`config.mk`:
```
export PLATFORM = sky130hd
export DESIGN_NAME = pic_hw_return_stack
export DESIGN_NICKNAME = d
export VERILOG_FILES = /design/src/rtl/pic_hw_return_stack.sv
export SDC_FILE = /design/constraint.sdc
export NUM_CORES = 1
export LEC_CHECK = 0
export ABC_AREA = 1
export ABC_CLOCK_PERIOD_IN_PS = 3100
export CAP_MARGIN = 20
export CORE_ASPECT_RATIO = 1.4
export CORE_UTILIZATION = 25
export DETAILED_ROUTE_END_ITERATION = 8
export HOLD_SLACK_MARGIN = 0.05
export PLACE_DENSITY_LB_ADDON = 0.15
export SYNTH_ARGS = -nofsm -noshare
export SYNTH_HDL_FRONTEND = slang
export SYNTH_SLANG_ARGS = --single-unit
export TNS_END_PERCENT = 5
```
`constraint.sdc`:
```
create_clock -name clk -period 3.1 [get_ports clk]
set_input_delay 0.31 -clock clk [delete_from_list [all_inputs] [get_ports clk]]
set_output_delay 0.31 -clock clk [all_outputs]
set_load 0.01 [all_outputs]
```
`src/rtl/pic_hw_return_stack.sv`:
```
// Hardware return-address stack for the midrange core.
// Holds return PCs for CALL/RETURN/RETFIE and interrupt entry, with a
// configurable depth, entry width and overflow policy (circular or saturating).
// Also reports occupancy, keeps sticky overflow/underflow flags and
// supports replacing the top entry.
module pic_hw_return_stack #(
    parameter int ADDR_W    = 13,
    parameter int DEPTH     = 8,
    parameter int WRAP_MODE = 1,
    parameter int CNT_W     = $clog2(DEPTH + 1)
) (
    input  logic              clk,
    input  logic              rst,
    input  logic              push,
    input  logic              pop,
    input  logic [ADDR_W-1:0] push_data,
    input  logic              clear_flags,
    output logic [ADDR_W-1:0] top,
    output logic [CNT_W-1:0]  level,
    output logic              empty,
    output logic              full,
    output logic              overflow,
    output logic              underflow
);

    localparam int                PTR_W    = $clog2(DEPTH);
    localparam logic [PTR_W-1:0]  LAST_IDX = PTR_W'(DEPTH - 1);
    localparam logic [CNT_W-1:0]  FULL_LVL = CNT_W'(DEPTH);

    logic [ADDR_W-1:0] mem [DEPTH];
    logic [PTR_W-1:0]  wp;
    logic [PTR_W-1:0]  wp_inc;
    logic [PTR_W-1:0]  wp_dec;

    logic              is_empty;
    logic              is_full;
    logic              mem_we;
    logic [PTR_W-1:0]  mem_idx;
    logic [PTR_W-1:0]  wp_next;
    logic [CNT_W-1:0]  level_next;
    logic              set_ovf;
    logic              set_udf;

    // Pointer neighbours wrap explicitly so non-power-of-two depths work.
    always_comb begin
        wp_inc = (wp == LAST_IDX) ? '0 : wp + 1'b1;
        wp_dec = (wp == '0) ? LAST_IDX : wp - 1'b1;
    end

    assign is_empty = (level == '0);
    assign is_full  = (level == FULL_LVL);

    // Decode push/pop/replace into a storage write, pointer/level updates and flag sets.
    always_comb begin
        mem_we     = 1'b0;
        mem_idx    = wp;
        wp_next    = wp;
        level_next = level;
        set_ovf    = 1'b0;
        set_udf    = 1'b0;

        if (push && pop && !is_empty) begin
            // Replace top: overwrite the newest entry in place.
            mem_we  = 1'b1;
            mem_idx = wp_dec;
        end else if (push) begin
            // Plain push (also covers push+pop on an empty stack).
            if (!is_full) begin
                mem_we     = 1'b1;
                mem_idx    = wp;
                wp_next    = wp_inc;
                level_next = level + 1'b1;
            end else begin
                set_ovf = 1'b1;
                if (WRAP_MODE != 0) begin
                    mem_we  = 1'b1;
                    mem_idx = wp;
                    wp_next = wp_inc;
                end
            end
        end else if (pop) begin
            if (!is_empty) begin
                wp_next    = wp_dec;
                level_next = level - 1'b1;
            end else begin
                set_udf = 1'b1;
                if (WRAP_MODE != 0) begin
                    wp_next = wp_dec;
                end
            end
        end
    end

    // State register: storage, pointer, occupancy and sticky flags (set beats clear).
    always_ff @(posedge clk) begin
        if (rst) begin
            for (int i = 0; i < DEPTH; i++) begin
                mem[i] <= '0;
            end
            wp        <= '0;
            level     <= '0;
            overflow  <= 1'b0;
            underflow <= 1'b0;
        end else begin
            if (mem_we) begin
                mem[mem_idx] <= push_data;
            end
            wp    <= wp_next;
            level <= level_next;

            if (set_ovf) begin
                overflow <= 1'b1;
            end else if (clear_flags) begin
                overflow <= 1'b0;
            end

            if (set_udf) begin
                underflow <= 1'b1;
            end else if (clear_flags) begin
                underflow <= 1'b0;
            end
        end
    end

    assign top   = mem[wp_dec];
    assign empty = is_empty;
    assign full  = is_full;

endmodule

```
==> results.cfg, run 1 <==
[status]
outcome = finished, final reports clean

[yosys]
synth_top_cell_area_share = 0.500
yosysWarnings = 0
yosysMostFrequentCell = nand2_1
syn_area_um2 = 6240
ys_top_cells_by_count = nand2_1, edfxtp_1, nor3_2
synth-edff-count = 104
synth_cells = 621
seq_area_frac_synth = 0.529
synth_area_leader_cell = edfxtp_1
syn_nets = 646
synthTopCellsByArea = edfxtp_1, nor3_2, nand2_1
async_flop_share = 0
ys_ff_latch = 113
synthFlopType = edfxtp_1
syn_area_per_cell_um2 = 10.1
synth_cell_types = 31

[hold_path]
hp-class = reg -> reg
hold_start = overflow

[power_and_ir_drop]
powerDensity_nw_per_um2 = 758
p_int_uw = 3600
sequentialPowerShare = 0.334
power_leakage_uw = 0.00283
clockPowerShare = 0.316
ir_drop_uv = 404
pwr-share-comb = 0.350
p_sw_frac = 0.370
p_sw_uw = 2110

[worst_setup_path]
start_kind = register
end_kind = output port
critPathTopFamily = buffers and inverters
crit_buf_inv = 3
cp_cell_sequence = inv_1 > ha_1 > nand2_1 > nand2_2 > buf_12 > nand2_1 > nand2_1 > nand2_1 > nand2_1 > nand2_1 > nand2_1 > clkdlybuf4s50_1
crit_start = wp[1]
cp_max_fo = 73
r2r_start = wp[0]
crit_type = reg -> out
cp.arrival_ns = 2.54
worst_path_max_delay_cell = clkdlybuf4s50_1
cpPeakStageDelay_ns = 0.55
crit_required_ns = 2.79
cp_common_cell = nand2_1

[finish]
diodes = 0
nets = 694
drive_above_1_share = 0.250
stdcell_area_um2 = 7530
syn_to_final_growth_pct = 20.7

[clocking]
cts_buffers = 17
htree_levels = 4
cts-root-buf = clkbuf_16
cts_hold_buf = 0
cts_tree = done
cts.clk_slew.worst_paths_ns = 0.05
cts.sinks = 113
clock_latency_ns = 0.42
clockBufferDepth = 2

[global_route]
grt_usage = 0.142
grt_pass1_vias = 4663
grt_max_degree = 74
grt_pass1_wl_um = 26800
antenna_found_initial = 0
grt_overflow = 0

[floorplan]
fp.dieW_um = 136
fp.dieArea_um2 = 25600
rows = 68
start_util = 0.254
num_io_pins = 39
die_y_um = 189
coreArea_um2 = 24600

[detailed_routing]
drt_wl_total_um = 17000
wl_per_cell_um = 17.1
drtPass1Iterations = 4
vias = 4449
drtIter0Drc = 249
vias_per_cell = 4.47
detail-route-antenna-nets = 0
drc_errors = 0

[timing]
finalSetupTns_ns = 0
rsz0062_at_grt = no
clock_skew_ns = 0.00759
worst_hold_slack_ns = 0.463
setup_viol = 0
slew_viol_final = 0
max_freq_mhz = 351
min_period_ns = 2.85
post-route-period-util = 0.920
relSlewSlack = 0.662
worstMarginPinSlew_ns = 0.506
final_hold_viol_count = 0

[placement]
portBuffers = 38
gp_congestion = 0.777
placed_cell_area_um2 = 6990
dp_hpwl_um = 11800

[run]
drv_cap = 0
[logic make-up (layout without fill, tap and decap cells)]
logic type / count (synthesis) / after routing / synth area share
adders and majority gates: 7 / 7 / 0.0152
xor gates and xnor gates: 1 / 1 / 0.00140
and+or+nand+nor: 321 / 321 / 0.299
DFF: 113 / 113 / 0.529
AOI/OAI and AO/OA: 72 / 72 / 0.0690
buffers and inverters: 107 / 167 / 0.0860
[through the flow]
step / utilization / total power, uW / cells / setup slack (ns)
CTS: 0.306 / 5770 / 996 / 0.0927
floorplan: - / 3210 / 621 / 0.367
detailed placement: 0.284 / 3960 / 965 / 0.536
global placement: 0.284 / 3940 / 965 / 0.531
finish: 0.306 / 5710 / 996 / 0.249
global route: 0.306 / 6030 / 996 / 0.0151
[worst paths after layout]
check	endpoint	slack [ns]	depth (start not counted)
setup / recovery	top[9]	0.25	12
hold reg to reg	overflow	0.46	2
hold / removal	overflow	0.46	2
setup reg to reg	mem[1][3]	0.74	11
[power groups by stage]
stage / logic [uW] / registers (uW) / clock network, uW
floorplan: 1290 / 1930 / 0
global placement: 2010 / 1930 / 0
detailed placement: 2020 / 1940 / 0
CTS: 2030 / 1900 / 1840
global route: 2210 / 1920 / 1900
finish: 2000 / 1900 / 1800
[worst reg2reg max path, stage by stage (launching register included)]
cell	delay [ns]
dfxtp_2	0.38
inv_1	0.08
ha_1	0.21
nor2_1	0.10
nand2_1	0.06
nand2_1	0.07
buf_4	0.24
nand3_1	0.12
nand2_2	0.13
nand2_4	0.19
o21ai_1	0.22
buf_4	0.25
[repair_timing]
item,4_1_cts,5_1_grt
endpoints found under the setup margin,0,13
setup buffers,0,0
gates resized for setup,0,3
endpoints found under the hold margin,0,0
[layout by cell type (no fill, tap or decap), drive strengths merged, types with 17 or more instances in the layout]
cell / n
edfxtp: 104
a21oi: 17
nand2: 186
inv: 55
clkinv: 19
clkbuf: 17
clkdlybuf4s50: 38
nor3: 105
o211ai: 26
nor2: 17
o21ai: 28
buf: 32
[area by class of cell]
cell class | count | area, um2
Inverter | 66 | 250
Clock buffer | 17 | 425
Clock inverter | 14 | 118
Multi-Input combinational cell | 401 | 2400
Tap cell | 315 | 394
Sequential cell | 113 | 3310
Timing Repair Buffer | 70 | 637
Fill cell | 2512 | 17100
[state kept, by name, indices dropped and copies added (netlist names)]
signal	flops
level	4
wp	3
underflow	1
mem	104
overflow	1
[layer usage]
metal  up-vias  wire, um  track usage
met5         -         0            0
met4         0       194       0.0480
met3        10       481       0.0222
met2        79      8740        0.246
met1      2159      7570        0.178
li1       2201         -            -
No activity file was read; power rests on OpenSTA's default activity.
==> run 2: changes to the inputs <==
--- a/config.mk
+++ b/config.mk
@@ -7,7 +7,7 @@
 export LEC_CHECK = 0
 export ABC_AREA = 1
 export ABC_CLOCK_PERIOD_IN_PS = 3100
-export CAP_MARGIN = 20
+export CAP_MARGIN = 5
 export CORE_ASPECT_RATIO = 1.4
 export CORE_UTILIZATION = 25
 export DETAILED_ROUTE_END_ITERATION = 8
==> results of run 2 <==
Final layout, timing and power as in run 1 (identical DEF).
==> run 3: changes to the inputs <==
--- a/config.mk
+++ b/config.mk
@@ -6,9 +6,8 @@
 export NUM_CORES = 1
 export LEC_CHECK = 0
 export ABC_AREA = 1
-export ABC_CLOCK_PERIOD_IN_PS = 3100
 export CAP_MARGIN = 5
-export CORE_ASPECT_RATIO = 1.4
+export CORE_ASPECT_RATIO = 0.5
 export CORE_UTILIZATION = 25
 export DETAILED_ROUTE_END_ITERATION = 8
 export HOLD_SLACK_MARGIN = 0.05
==> run 3 against run 2 <==
- sequential power about the same
- fmax fell by 1.8%
- global-route usage up 0.35 points
- clock power grew 7%
- hold slack about the same
- worst setup slack worse by 0.053 ns
- highest routed layer unchanged
- via count is 1.6% higher
- critical endpoint is now top[1]
- design area rose by 1.2%
- flip-flop and latch count stayed put
- register-to-register slack better by 0.05 ns
- sequential share of layout area decreased by 0.47 points
==> results.cfg, run 3 (synthesized netlist as in run 1, its figures left out) <==
[timing]
relSlewSlack = 0.673
worstMarginPinSlew_ns = 0.487
setup_viol = 0
max_freq_mhz = 344
clock_skew_ns = 0.0103
slew_viol_final = 0
finalSetupTns_ns = 0
worst_hold_slack_ns = 0.463
rsz0062_at_grt = no
final_hold_viol_count = 0
post-route-period-util = 0.937
min_period_ns = 2.90

[detailed_routing]
detail-route-antenna-nets = 0
vias = 4520
drtIter0Drc = 366
wl_per_cell_um = 17.1
drt_wl_total_um = 17500
vias_per_cell = 4.43
drtPass1Iterations = 5
drc_errors = 0

[global_route]
grt_max_degree = 48
gr-usage-met3 = 0.0353
antenna_found_initial = 0
grt_overflow = 0
grt_usage = 0.146
grt_pass1_vias = 4430
met2_usage = 0.212
busiest_layer = met1
use_met1 = 0.214
grt_pass1_wl_um = 27400

[worst_setup_path]
cp.arrival_ns = 2.59
cp_max_fo = 47
end_kind = output port
crit_type = reg -> out
crit_required_ns = 2.79
start_kind = register

[finish]
syn_to_final_growth_pct = 22.1
largest_reg_flops = 104
nets = 696
reg.largest.list = mem: 104 flops, level: 4 flops, wp: 3 flops
largest-register = mem
final_common_cell = nand2_1
diodes = 0
final_cell_mix = nand2_1, edfxtp_1, nor3_2, inv_1, clkdlybuf4s50_1
drive_above_1_share = 0.249

[placement]
gp_congestion = 0.789
dp_hpwl_um = 11900
portBuffers = 38

[power_and_ir_drop]
powerDensity_nw_per_um2 = 771
power_leakage_uw = 0.00287
ir_drop_uv = 406

[clocking]
clockBufferDepth = 2
cts.clk_slew.worst_paths_ns = 0.06
cts-root-buf = clkbuf_16
cts_hold_buf = 0
post_cts_buffers = 0
cts_buffers = 17
cts.sinks = 113
htree_levels = 4
clock_latency_ns = 0.43
cts_tree = done

[hold_path]
hp-class = reg -> reg

[floorplan]
num_io_pins = 39
start_util = 0.258
fp.dieArea_um2 = 25600
die_y_um = 114
coreArea_um2 = 24200
rows = 40
fp.dieW_um = 225

[status]
outcome = finished, final reports clean

[run]
drv_cap = 0
-- run 3: cell types whose count changed in the layout (fill, tap and decap cells not counted), sizes merged --
cell           change
buf                +2
bufinv             +1
clkbuf             +4
clkdlybuf4s50      -1
clkinv             +1
clkinvlp           -2
dlymetal6s2s       +1
inv                -3
-- run 3: power by group --
group          total (uW)  switching, uW  leakage, uW  internal, uW
combinational        2050           1340      0.00145           705
clock                1920            746     0.000266          1170
sequential           1910           84.3      0.00115          1820
total                5870           2170      0.00287          3700
-- run 3: repair_timing --
item	CTS	global route
endpoints found under the setup margin	3	13
pin swaps	0	0
resized for setup	1	9
-- run 3: metal layers --
layer | up-vias | routed length, um
li1 | 2208 | -
met1 | 2191 | 9060
met2 | 107 | 7400
met3 | 14 | 839
met4 | 0 | 185
met5 | - | 0
-- run 3: area by class of cell --
type                       count  area, um2
inverter                      66        254
timing repair buffer          72        676
multi-input combinational    401       2410
fill                        2565      16600
sequential                   113       3310
clock inverter                11        115
tap                          336        420
clock buffer                  21        440
-- run 3: worst paths after layout --
kind	startpoint	end	depth (start not counted)	slack, ns
worst max-delay path	wp[0]	top[1]	11	0.20
worst min-delay path	overflow	overflow	2	0.46
worst max register to register	wp[0]	mem[0][6]	10	0.79
worst min register to register	overflow	overflow	2	0.46
-- run 3: critical path, stage by stage (launching register included) --
cell             delay [ns]
dfxtp_4                0.37
inv_1                  0.06
ha_1                   0.20
nand2_1                0.08
nand2_2                0.11
buf_12                 0.20
a21oi_1                0.15
o21ai_0                0.09
nand2_1                0.10
nand2_1                0.10
nand2_1                0.12
clkdlybuf4s50_1        0.54
-- run 3: per-stage QoR --
stage | utilization | cells | area (um2) | total power [uW] | worst slack, ns
2_1_floorplan | - | 621 | 6240 | 3210 | 0.367
3_3_place_gp | 0.291 | 988 | 7040 | 4000 | 0.402
3_5_place_dp | 0.291 | 988 | 7040 | 4000 | 0.398
4_1_cts | 0.314 | 1020 | 7600 | 5920 | 0.0216
5_1_grt | 0.315 | 1020 | 7620 | 6190 | 0.0150
6_report | 0.315 | 1020 | 7620 | 5870 | 0.196
